### config.mk
export PLATFORM = sky130hd
export DESIGN_NAME = significand_normalizer
export DESIGN_NICKNAME = d
export VERILOG_FILES = /design/src/rtl/fpu_pkg.sv /design/src/rtl/significand_normalizer_lzc.sv /design/src/rtl/significand_normalizer.sv
export SDC_FILE = /design/constraint.sdc
export NUM_CORES = 1
export LEC_CHECK = 0
export CAP_MARGIN = 30
export CELL_PAD_IN_SITES_DETAIL_PLACEMENT = 1
export CELL_PAD_IN_SITES_GLOBAL_PLACEMENT = 1
export CORE_MARGIN = 2
export CORE_UTILIZATION = 41
export DETAILED_ROUTE_END_ITERATION = 8
export GPL_TIMING_DRIVEN = 1
export HOLD_SLACK_MARGIN = 0.15
export PLACE_DENSITY_LB_ADDON = 0.1
export SLEW_MARGIN = 20
export SYNTH_ARGS = -nofsm -noshare
export SYNTH_HDL_FRONTEND = slang
export SYNTH_SLANG_ARGS = --single-unit
### constraint.sdc
create_clock -name clk -period 8.6 [get_ports clk]
set_input_delay 1.29 -clock clk [delete_from_list [all_inputs] [get_ports clk]]
set_output_delay 1.29 -clock clk [all_outputs]
set_load 0.01 [all_outputs]
### src/rtl/fpu_pkg.sv
// Shared FPU front-end types: sequencing states, field widths and the unpacked operand record.
package fpu_pkg;

    typedef enum logic [1:0] {
        IDLE,
        SHIFT,
        DONE
    } state_e;

    localparam int DBL_FRAC_W = 52;
    localparam int SGL_FRAC_W = 23;
    localparam int SIG_W      = 53;
    localparam int EXP_OUT_W  = 13;
    localparam int LZC_W      = 6;

    typedef struct packed {
        logic                 s;
        logic [EXP_OUT_W-1:0] e;
        logic [SIG_W-1:0]     f;
        logic                 zero;
        logic                 inf;
        logic                 nan;
        logic                 snan;
    } unpacked_t;

endpackage

### src/rtl/significand_normalizer_lzc.sv
// Leading-zero counter; an all-zero input reports W.
module lzc #(
    parameter int W = 53
) (
    input  logic [W-1:0] v,
    output logic [5:0]   count
);

    // NOTE: count gets a default before the loop so every path assigns it and no latch is inferred.
    always_comb begin
        count = 6'(W);
        // Ascending scan: the highest set bit is the last to overwrite the count.
        for (int i = 0; i < W; i++) begin
            if (v[i]) begin
                count = 6'(W - 1 - i);
            end
        end
    end

endmodule

### src/rtl/significand_normalizer.sv
// Builds the 1.52 significand and class flags from a raw operand; denormals are
// normalized over several cycles, shifting at most MAX_SHIFT bits per cycle.
module significand_normalizer
    import fpu_pkg::*;
#(
    parameter int MAX_SHIFT = 16
) (
    input  logic                 clk,
    input  logic                 rst,
    input  logic                 in_valid,
    output logic                 in_ready,
    input  logic [63:0]          fp,
    input  logic                 db,
    input  logic                 s,
    input  logic [10:0]          e,
    input  logic                 e_z,
    input  logic                 e_inf,
    output logic                 out_valid,
    input  logic                 out_ready,
    output logic                 s_out,
    output logic [EXP_OUT_W-1:0] e_out,
    output logic [SIG_W-1:0]     f_out,
    output logic                 zero,
    output logic                 inf,
    output logic                 nan,
    output logic                 snan
);

    localparam logic [LZC_W-1:0] MAX_K = LZC_W'(MAX_SHIFT);

    state_e           state;
    state_e           state_next;
    unpacked_t        r;
    unpacked_t        load;
    logic             accept;
    logic             frac_nz;
    logic             quiet;
    logic             denorm;
    logic [LZC_W-1:0] lz;
    logic [LZC_W-1:0] k;

    lzc #(.W(SIG_W)) u_lzc (
        .v     (r.f),
        .count (lz)
    );

    assign in_ready = ~rst & ((state == IDLE) | ((state == DONE) & out_ready));
    assign accept   = in_valid & in_ready;

    assign frac_nz = db ? (|fp[51:0]) : (|fp[54:32]);
    assign quiet   = db ? fp[51] : fp[54];
    assign denorm  = e_z & frac_nz;
    assign k       = (lz < MAX_K) ? lz : MAX_K;

    always_comb begin
        load      = '0;
        load.s    = s;
        load.e    = {{(EXP_OUT_W-11){e[10]}}, e};
        load.f    = db ? {~e_z, fp[51:0]} : {~e_z, fp[54:32], 29'b0};
        load.zero = e_z & ~frac_nz;
        load.inf  = e_inf & ~frac_nz;
        load.nan  = e_inf & frac_nz;
        load.snan = e_inf & frac_nz & ~quiet;
    end

    always_comb begin
        state_next = state;
        unique case (state)
            IDLE:    state_next = IDLE;
            SHIFT:   if (lz <= MAX_K) state_next = DONE;
            DONE:    if (out_ready) state_next = IDLE;
            default: state_next = IDLE;
        endcase
        // Acceptance covers both the idle start and the same-cycle handoff from DONE.
        if (accept) begin
            state_next = denorm ? SHIFT : DONE;
        end
    end

    // NOTE: state uses non-blocking assignments so every register samples pre-edge values together.
    // NOTE: the result record is cleared on reset because its fields drive the outputs directly.
    always_ff @(posedge clk) begin
        if (rst) begin
            state <= IDLE;
            r     <= '0;
        end else begin
            state <= state_next;
            if (accept) begin
                r <= load;
            end else if (state == SHIFT) begin
                r.f <= r.f << k;
                r.e <= r.e - {{(EXP_OUT_W-LZC_W){1'b0}}, k};
            end
        end
    end

    assign out_valid = (state == DONE);
    assign s_out     = r.s;
    assign e_out     = r.e;
    assign f_out     = r.f;
    assign zero      = r.zero;
    assign inf       = r.inf;
    assign nan       = r.nan;
    assign snan      = r.snan;

endmodule

==> flow_results.xml, run 1 <==
<?xml version="1.0" encoding="UTF-8"?>
<metrics>
  <group name="power_and_ir_drop">
    <metric name="share_comb_of_total_power" unit="">0.577</metric>
    <metric name="worst_ir_drop_vdd" unit="uV">208.8</metric>
    <metric name="swShare" unit="">0.4744</metric>
    <metric name="power.net_switching" unit="mW">0.9155</metric>
    <metric name="seq_power_share" unit="">0.214</metric>
    <metric name="cellInternalPower" unit="mW">1.014</metric>
    <metric name="power_density" unit="nW/um^2">214.5</metric>
    <metric name="leakagePower" unit="nW">3.357</metric>
    <metric name="power_frac_clock" unit="">0.209</metric>
  </group>
  <group name="global_routing">
    <metric name="grt_usage" unit="">0.3605</metric>
    <metric name="vias_in_the_first_global_route" unit="">8323</metric>
    <metric name="grt_antenna_before_repair" unit="">0</metric>
    <metric name="grt-ovfl-total" unit="">0</metric>
    <metric name="grt_max_degree" unit="">70</metric>
    <metric name="grt.met3_usage" unit="">0.06000</metric>
    <metric name="met2_usage" unit="">0.5775</metric>
    <metric name="grt.met1_usage" unit="">0.4736</metric>
    <metric name="first_pass_grt_wire_length" unit="mm">50.79</metric>
    <metric name="top_usage_layer" unit="">met2</metric>
  </group>
  <group name="synth">
    <metric name="synth.lib_cells_used.distinct" unit="">83</metric>
    <metric name="ys_seq_elements" unit="">73</metric>
    <metric name="ys_top_cells_by_area" unit="">dfxtp_1 (20%), mux2i_1 (16%), mux2_2 (4.8%)</metric>
    <metric name="postSynthCellCount" unit="">915</metric>
    <metric name="syn_avg_cell_area" unit="sq um">7.898</metric>
    <metric name="synth.most_common_cell" unit="">mux2i_1</metric>
    <metric name="synth_area_leader_cell" unit="">dfxtp_1</metric>
    <metric name="seq_area_frac_synth" unit="">0.2022</metric>
    <metric name="synth.net_count" unit="">1005</metric>
    <metric name="synthesis.area" unit="sq um">7227</metric>
    <metric name="asyncSetResetFlopFracSynth" unit="">0</metric>
    <metric name="synth_commonest_cells" unit="">mux2i_1 (115), nor2_1 (92), nand2_1 (77), dfxtp_1 (73), a21oi_1 (54)</metric>
    <metric name="synthFlopType" unit="">dfxtp_1</metric>
    <metric name="yosys_warnings" unit="">0</metric>
    <metric name="post-synth-top-area-fraction" unit="">0.2022</metric>
    <metric name="synth_edf_count" unit="">0</metric>
  </group>
  <group name="critical_path">
    <metric name="worst_setup_path_endpoint" unit="">e_out[7]$_SDFFE_PP0P_</metric>
    <metric name="cp-startpoint" unit="">f_out[45]$_SDFFE_PP0P_</metric>
    <metric name="cp_data_arrival_time" unit="ps">5710</metric>
    <metric name="crit_chain" unit="">nor4_4, nand2_4, nor2_4, nor4_1, and2_2, buf_4, inv_2, buf_4, ha_1, nor2b_1, o21ai_0, nand2b_1, a21o_1, a21o_1, nor3_1, o21ai_0, a222oi_1, nor2_1</metric>
    <metric name="timing.critical_path.to_type" unit="">register</metric>
    <metric name="cell_at_the_slowest_stage_of_the_critical_path" unit="">nor4_4</metric>
    <metric name="ff2ff_path_depth" unit="">18</metric>
    <metric name="timing.critical_path.slowest_cell_delay" unit="ps">700</metric>
    <metric name="regToRegSetupSlack" unit="ps">3110</metric>
    <metric name="cp.depth" unit="">18</metric>
    <metric name="timing.critical_path.from_type" unit="">register</metric>
    <metric name="worst-endpoint-required" unit="ps">8820</metric>
    <metric name="timing.critical_path.max_delay_family" unit="">simple AND/OR/NAND/NOR gates</metric>
    <metric name="regToRegStartpoint" unit="">f_out[45]$_SDFFE_PP0P_</metric>
    <metric name="critical_path_buffers_and_inverters" unit="">3</metric>
    <metric name="worstSetupPathType" unit="">reg2reg</metric>
    <metric name="crit-reg2reg-capture" unit="">e_out[7]$_SDFFE_PP0P_</metric>
    <metric name="timing.critical_path.fanout_max" unit="">52</metric>
  </group>
  <group name="sta">
    <metric name="setup-violations-final" unit="">0</metric>
    <metric name="timing.hold.ws" unit="ps">473.9</metric>
    <metric name="final_min_period_over_clock_period" unit="">0.6389</metric>
    <metric name="timing.max_slew.rel_slack" unit="">0.3794</metric>
    <metric name="worstMarginPinSlew" unit="ps">907.5</metric>
    <metric name="rsz0062_at_grt" unit="">no</metric>
    <metric name="finalWorstPathRequiredPeriod" unit="ps">5494</metric>
    <metric name="tns" unit="ps">0</metric>
    <metric name="drv_slew" unit="">0</metric>
    <metric name="worst_slack" unit="ps">3106</metric>
    <metric name="worst_setup_skew_after_layout" unit="ps">9.111</metric>
    <metric name="max_freq" unit="MHz">182.0</metric>
    <metric name="final-hold-violation-count" unit="">0</metric>
  </group>
  <group name="detailed_routing">
    <metric name="dr_total_vias" unit="">8404</metric>
    <metric name="drt_pass1_iterations" unit="">7</metric>
    <metric name="ant_nets" unit="">0</metric>
    <metric name="routed_wirelength" unit="mm">33.48</metric>
    <metric name="drt_iter0_drcs" unit="">916</metric>
    <metric name="viasPerCell" unit="">6.783</metric>
    <metric name="avgRoutedWirePerCell" unit="microns">27.02</metric>
    <metric name="detail_route.drc_violations" unit="">0</metric>
  </group>
  <group name="clock_network">
    <metric name="cts-buffers-inserted" unit="">9</metric>
    <metric name="clk_latency" unit="ps">360</metric>
    <metric name="clock_transition_at_the_registers_of_the_reported_paths" unit="ps">70</metric>
    <metric name="cts.htree.levels" unit="">3</metric>
    <metric name="max-clock-path-buffers" unit="">2</metric>
    <metric name="tritoncts" unit="">done</metric>
    <metric name="numClockSinks" unit="">73</metric>
    <metric name="cts_root_buf" unit="">clkbuf_16</metric>
    <metric name="holdBufCountCts" unit="">0</metric>
    <metric name="cts.repair.resized" unit="">0</metric>
    <metric name="cts_setup_buffers" unit="">0</metric>
  </group>
  <group name="flow_run">
    <metric name="max_cap_viol_count" unit="">0</metric>
  </group>
  <group name="layout">
    <metric name="flow.area_growth_from_synthesis" unit="%">24.50</metric>
    <metric name="layout_cell_share_with_drive_strength_beyond_1" unit="">0.09270</metric>
    <metric name="nNetsFinal" unit="">1099</metric>
    <metric name="count_of_placed_standard_cells_in_the_final_layout_fillers_left_out" unit="">1239</metric>
    <metric name="diodes" unit="">0</metric>
  </group>
  <group name="placed_design">
    <metric name="place_worst_setup_slack" unit="ps">3180</metric>
    <metric name="port-buffer-count" unit="">146</metric>
    <metric name="gp_congestion" unit="">0.9342</metric>
    <metric name="dpl.cell_count" unit="">1223</metric>
    <metric name="detailed_place_hpwl" unit="mm">23.75</metric>
  </group>
  <group name="floorplanning">
    <metric name="floorplan.initialDensity" unit="">0.4193</metric>
    <metric name="floorplan.rows" unit="">48</metric>
    <metric name="die_area" unit="sq um">18700</metric>
    <metric name="die_w" unit="microns">136.8</metric>
    <metric name="core_region_area" unit="sq um">17240</metric>
    <metric name="die_height" unit="microns">136.8</metric>
    <metric name="pin_count" unit="">156</metric>
  </group>
  <group name="run_status">
    <metric name="run_status" unit="">complete, no violations</metric>
  </group>
  <group name="hold_path">
    <metric name="hold_path_class" unit="">reg2reg</metric>
  </group>
</metrics>
## cells in the final DEF (no fill, tap or decap), types with 5 or more instances in the layout
master,n
inv_1,13
a22oi_1,21
nor3_1,17
nand3_1,23
and2_1,6
mux2_2,31
inv_2,5
nor4_1,24
nor2_1,91
nand4_1,5
a221o_1,6
o31ai_1,6
a21o_1,7
o211ai_1,6
o2bb2ai_1,6
o32ai_1,5
a21oi_1,54
o22ai_1,12
nor2b_1,12
ha_1,6
nand2b_1,6
clkdlybuf4s50_1,145
a221oi_1,15
and3_1,10
dfxtp_1,73
a211oi_1,12
mux4_2,5
clkbuf_16,9
a31oi_1,14
buf_4,15
xor2_1,5
nand2_1,77
o21ai_0,49
a222oi_1,23
mux2i_1,115
## power by group through the flow
| stage | registers, mW | logic, mW | clock network (mW) |
|---|---|---|---|
| floorplan | 0.399 | 0.795 | 0 |
| global placement | 0.416 | 1.06 | 0 |
| detailed placement | 0.417 | 1.09 | 0 |
| CTS | 0.409 | 1.09 | 0.402 |
| global route | 0.414 | 1.18 | 0.415 |
| finish | 0.412 | 1.11 | 0.403 |
## through the flow
step	cell area (sq um)	total power, mW	util
after floorplan	7227	1.195	-
after global placement	8685	1.480	0.5038
after detailed placement	8700	1.503	0.5047
after CTS	8997	1.905	0.5220
after global routing	8997	2.009	0.5220
final	8997	1.930	0.5220
## worst register-to-register path, delay by kind of cell (launching register included)
kind,cells,cell delay [ps]
flops,1,410
compound gates,5,990
fa+ha+maj,1,380
simple gates,9,2600
buf+inv,3,980
## worst min-delay path by stage
stage	start	endpoint	depth (start not counted)
finish	s_out$_SDFFE_PP0P_	s_out$_SDFFE_PP0P_	2
CTS	s_out$_SDFFE_PP0P_	s_out$_SDFFE_PP0P_	2
floorplan	s_out$_SDFFE_PP0P_	s_out$_SDFFE_PP0P_	2
global route	s_out$_SDFFE_PP0P_	s_out$_SDFFE_PP0P_	2
global placement	s_out$_SDFFE_PP0P_	s_out$_SDFFE_PP0P_	2
detailed placement	s_out$_SDFFE_PP0P_	s_out$_SDFFE_PP0P_	2
## cell families (layout without fill, tap and decap cells)
family / count (synthesis) / after routing / synth area share
and+or+nand+nor: 296 / 296 / 0.2022
muxes: 153 / 153 / 0.2266
buffers and inverters: 97 / 196 / 0.06527
xor gates and xnor gates: 5 / 5 / 0.006059
other: 1 / 1 / 0.0005189
adders and majority gates: 7 / 7 / 0.01316
DFF: 73 / 73 / 0.2022
AOI/OAI and AO/OA: 283 / 283 / 0.2839
## metal layers
| metal | vias up | wire length [microns] | part of all wire |
|---|---|---|---|
| met4 | 0 | 1635 | 0.049 |
| met2 | 463 | 15530 | 0.46 |
| met1 | 4115 | 13940 | 0.42 |
| met3 | 101 | 2371 | 0.071 |
| li1 | 3725 | - | - |
| met5 | - | 0 | 0 |
## cell type report
class                           instances  area [sq um]
Sequential cell                        73          1461
Fill cell                            2101          8239
Tap cell                              225         281.5
Multi-Input combinational cell        745          5305
Clock buffer                           11         232.7
Clock inverter                          5         65.06
Inverter                               18         67.56
Timing Repair Buffer                  162          1584
## flip-flops by register name (all words and copies together) (netlist names)
| name | count |
|---|---|
| e_out | 13 |
| f_out | 53 |
| inf | 1 |
| nan | 1 |
| s_out | 1 |
| snan | 1 |
| state | 2 |
| zero | 1 |
Power figures use the tool's default switching activity.
==> run 2, diff against run 1 <==
- CORE_UTILIZATION: 41 -> 38
- clock period: 8.6 -> 5.59 ns (I/O delays scaled with it)
==> run 2 against run 1 <==
Effect of this change:
- sequential share of layout area fell by 0.090 points
- die area up 7.7%
- clock power rose by 50%
- clock skew is 1.4 ps lower
- utilization is 3.8 points lower
- combinational power grew 55%
- cell area up 0.56%
- routed wire length increased by 1.5%
- cell count up 1.2%
- clock-buffer cell count decreased by 1
- critical endpoint is now e_out[8]$_SDFFE_PP0P_
- largest cell class unchanged
- highest routed layer unchanged
==> flow_results.xml, run 2 (synthesized netlist as in run 1, its figures left out) <==
<?xml version="1.0" encoding="UTF-8"?>
<metrics>
  <group name="detailed_routing">
    <metric name="drt_pass1_iterations" unit="">6</metric>
    <metric name="routed_wirelength" unit="mm">33.98</metric>
    <metric name="avgRoutedWirePerCell" unit="microns">27.10</metric>
    <metric name="dr_total_vias" unit="">8398</metric>
    <metric name="viasPerCell" unit="">6.697</metric>
    <metric name="ant_nets" unit="">0</metric>
    <metric name="detail_route.drc_violations" unit="">0</metric>
    <metric name="drt_iter0_drcs" unit="">766</metric>
  </group>
  <group name="sta">
    <metric name="timing.hold.ws" unit="ps">460.8</metric>
    <metric name="setup-violations-final" unit="">0</metric>
    <metric name="drv_slew" unit="">0</metric>
    <metric name="max_freq" unit="MHz">223.6</metric>
    <metric name="tns" unit="ps">0</metric>
    <metric name="timing.max_slew.rel_slack" unit="">0.3583</metric>
    <metric name="worstMarginPinSlew" unit="ps">959.1</metric>
    <metric name="worst_setup_skew_after_layout" unit="ps">7.722</metric>
    <metric name="finalWorstPathRequiredPeriod" unit="ps">4472</metric>
    <metric name="final_min_period_over_clock_period" unit="">0.8000</metric>
    <metric name="rsz0062_at_grt" unit="">no</metric>
    <metric name="final-hold-violation-count" unit="">0</metric>
  </group>
  <group name="global_routing">
    <metric name="grt_max_degree" unit="">69</metric>
    <metric name="grt-ovfl-total" unit="">0</metric>
    <metric name="first_pass_grt_wire_length" unit="mm">51.33</metric>
    <metric name="grt_antenna_before_repair" unit="">0</metric>
    <metric name="grt_usage" unit="">0.3366</metric>
    <metric name="vias_in_the_first_global_route" unit="">8264</metric>
  </group>
  <group name="clock_network">
    <metric name="numClockSinks" unit="">73</metric>
    <metric name="cts.htree.levels" unit="">3</metric>
    <metric name="clock_transition_at_the_registers_of_the_reported_paths" unit="ps">60</metric>
    <metric name="clk_latency" unit="ps">350</metric>
    <metric name="holdBufCountCts" unit="">0</metric>
    <metric name="cts-buffers-inserted" unit="">9</metric>
    <metric name="max-clock-path-buffers" unit="">2</metric>
    <metric name="cts.repair.resized" unit="">0</metric>
    <metric name="cts_setup_buffers" unit="">0</metric>
    <metric name="tritoncts" unit="">done</metric>
    <metric name="cts_root_buf" unit="">clkbuf_16</metric>
  </group>
  <group name="run_status">
    <metric name="run_status" unit="">complete, no violations</metric>
  </group>
  <group name="placed_design">
    <metric name="placed_area" unit="sq um">8751</metric>
    <metric name="gp_congestion" unit="">0.9124</metric>
    <metric name="detailed_place_hpwl" unit="mm">24.34</metric>
    <metric name="port-buffer-count" unit="">146</metric>
  </group>
  <group name="layout">
    <metric name="layout_cell_share_with_drive_strength_beyond_1" unit="">0.1010</metric>
    <metric name="diodes" unit="">0</metric>
    <metric name="fillCellCount" unit="">2302</metric>
    <metric name="layout_common_cells" unit="">clkdlybuf4s50_1 (145), mux2i_1 (115), nor2_1 (91)</metric>
    <metric name="flow.area_growth_from_synthesis" unit="%">25.19</metric>
    <metric name="nNetsFinal" unit="">1105</metric>
    <metric name="layout.cells.most_common" unit="">clkdlybuf4s50_1</metric>
    <metric name="largest_register_ff_count" unit="">53</metric>
    <metric name="postLayoutCellArea" unit="sq um">9047</metric>
  </group>
  <group name="floorplanning">
    <metric name="die_area" unit="sq um">20140</metric>
    <metric name="core_region_area" unit="sq um">18710</metric>
    <metric name="floorplan.initialDensity" unit="">0.3864</metric>
    <metric name="die_height" unit="microns">141.9</metric>
    <metric name="floorplan.rows" unit="">50</metric>
    <metric name="pin_count" unit="">156</metric>
    <metric name="die_w" unit="microns">141.9</metric>
  </group>
  <group name="critical_path">
    <metric name="timing.critical_path.to_type" unit="">register</metric>
    <metric name="timing.critical_path.fanout_max" unit="">33</metric>
    <metric name="cp_data_arrival_time" unit="ps">4670</metric>
    <metric name="worst-endpoint-required" unit="ps">5790</metric>
    <metric name="timing.critical_path.from_type" unit="">register</metric>
    <metric name="ff2ff_path_depth" unit="">18</metric>
    <metric name="worstSetupPathType" unit="">reg2reg</metric>
  </group>
  <group name="hold_path">
    <metric name="hold_path_class" unit="">reg2reg</metric>
    <metric name="hold_depth" unit="">2</metric>
  </group>
  <group name="power_and_ir_drop">
    <metric name="report.power.total" unit="mW">2.955</metric>
    <metric name="worst_ir_drop_vdd" unit="uV">155.5</metric>
    <metric name="leakagePower" unit="nW">3.389</metric>
    <metric name="power_density" unit="nW/um^2">326.6</metric>
  </group>
  <group name="flow_run">
    <metric name="max_cap_viol_count" unit="">0</metric>
  </group>
</metrics>
[run 2: path summary, 6_finish.rpt]
check	startpoint	end	slack [ps]
setup / recovery	f_out[47]$_SDFFE_PP0P_	e_out[8]$_SDFFE_PP0P_	1120
setup reg to reg	f_out[47]$_SDFFE_PP0P_	e_out[8]$_SDFFE_PP0P_	1120
hold reg to reg	s_out$_SDFFE_PP0P_	s_out$_SDFFE_PP0P_	460
hold / removal	s_out$_SDFFE_PP0P_	s_out$_SDFFE_PP0P_	460
[run 2: routing by layer]
layer	routed length, microns	vias to the layer above	track usage
li1	-	3729	-
met1	14710	4170	0.4705
met2	15150	429	0.5164
met3	2963	70	0.06007
met4	1154	0	0.1279
met5	0	-	0
[run 2: power by group]
| group | internal (mW) | total [mW] | switching (mW) |
|---|---|---|---|
| sequential | 0.553 | 0.632 | 0.0797 |
| clock | 0.355 | 0.604 | 0.249 |
| combinational | 0.667 | 1.72 | 1.05 |
[run 2: area by class of cell]
type,instances,area (sq um),share of cell area
repair buffers,168,1622,0.1792
clock buffers,10,239.0,0.02641
well taps,234,292.8,0.03236
multi-input cells,745,5308,0.5866
inverters,18,67.56,0.007468
clock inverters,6,57.56,0.006361
flip-flops and latches,73,1461,0.1615
[run 2: stage by stage]
| stage | utilization | setup WS, ps | instances |
|---|---|---|---|
| after floorplan | - | 1766 | 915 |
| after global placement | 0.4678 | 1408 | 1238 |
| after detailed placement | 0.4678 | 1304 | 1238 |
| after CTS | 0.4837 | 1192 | 1254 |
| after global routing | 0.4837 | 743.6 | 1254 |
| final | 0.4837 | 1118 | 1254 |
[run 2: worst max-delay path, stage by stage, from the launching register on]
cell and delay (ps):
dfxtp_1 590, nor4_4 70, buf_4 190, nand2_4 150
nor2_4 60, buf_4 220, nor4_1 310, and2_2 260
buf_4 430, fa_1 290, nor2b_1 60, o21ai_0 230
a21boi_0 160, o21ai_0 220, nor3b_1 480, nor2b_1 180
o21ai_0 80, a222oi_1 250, nor2_1 70
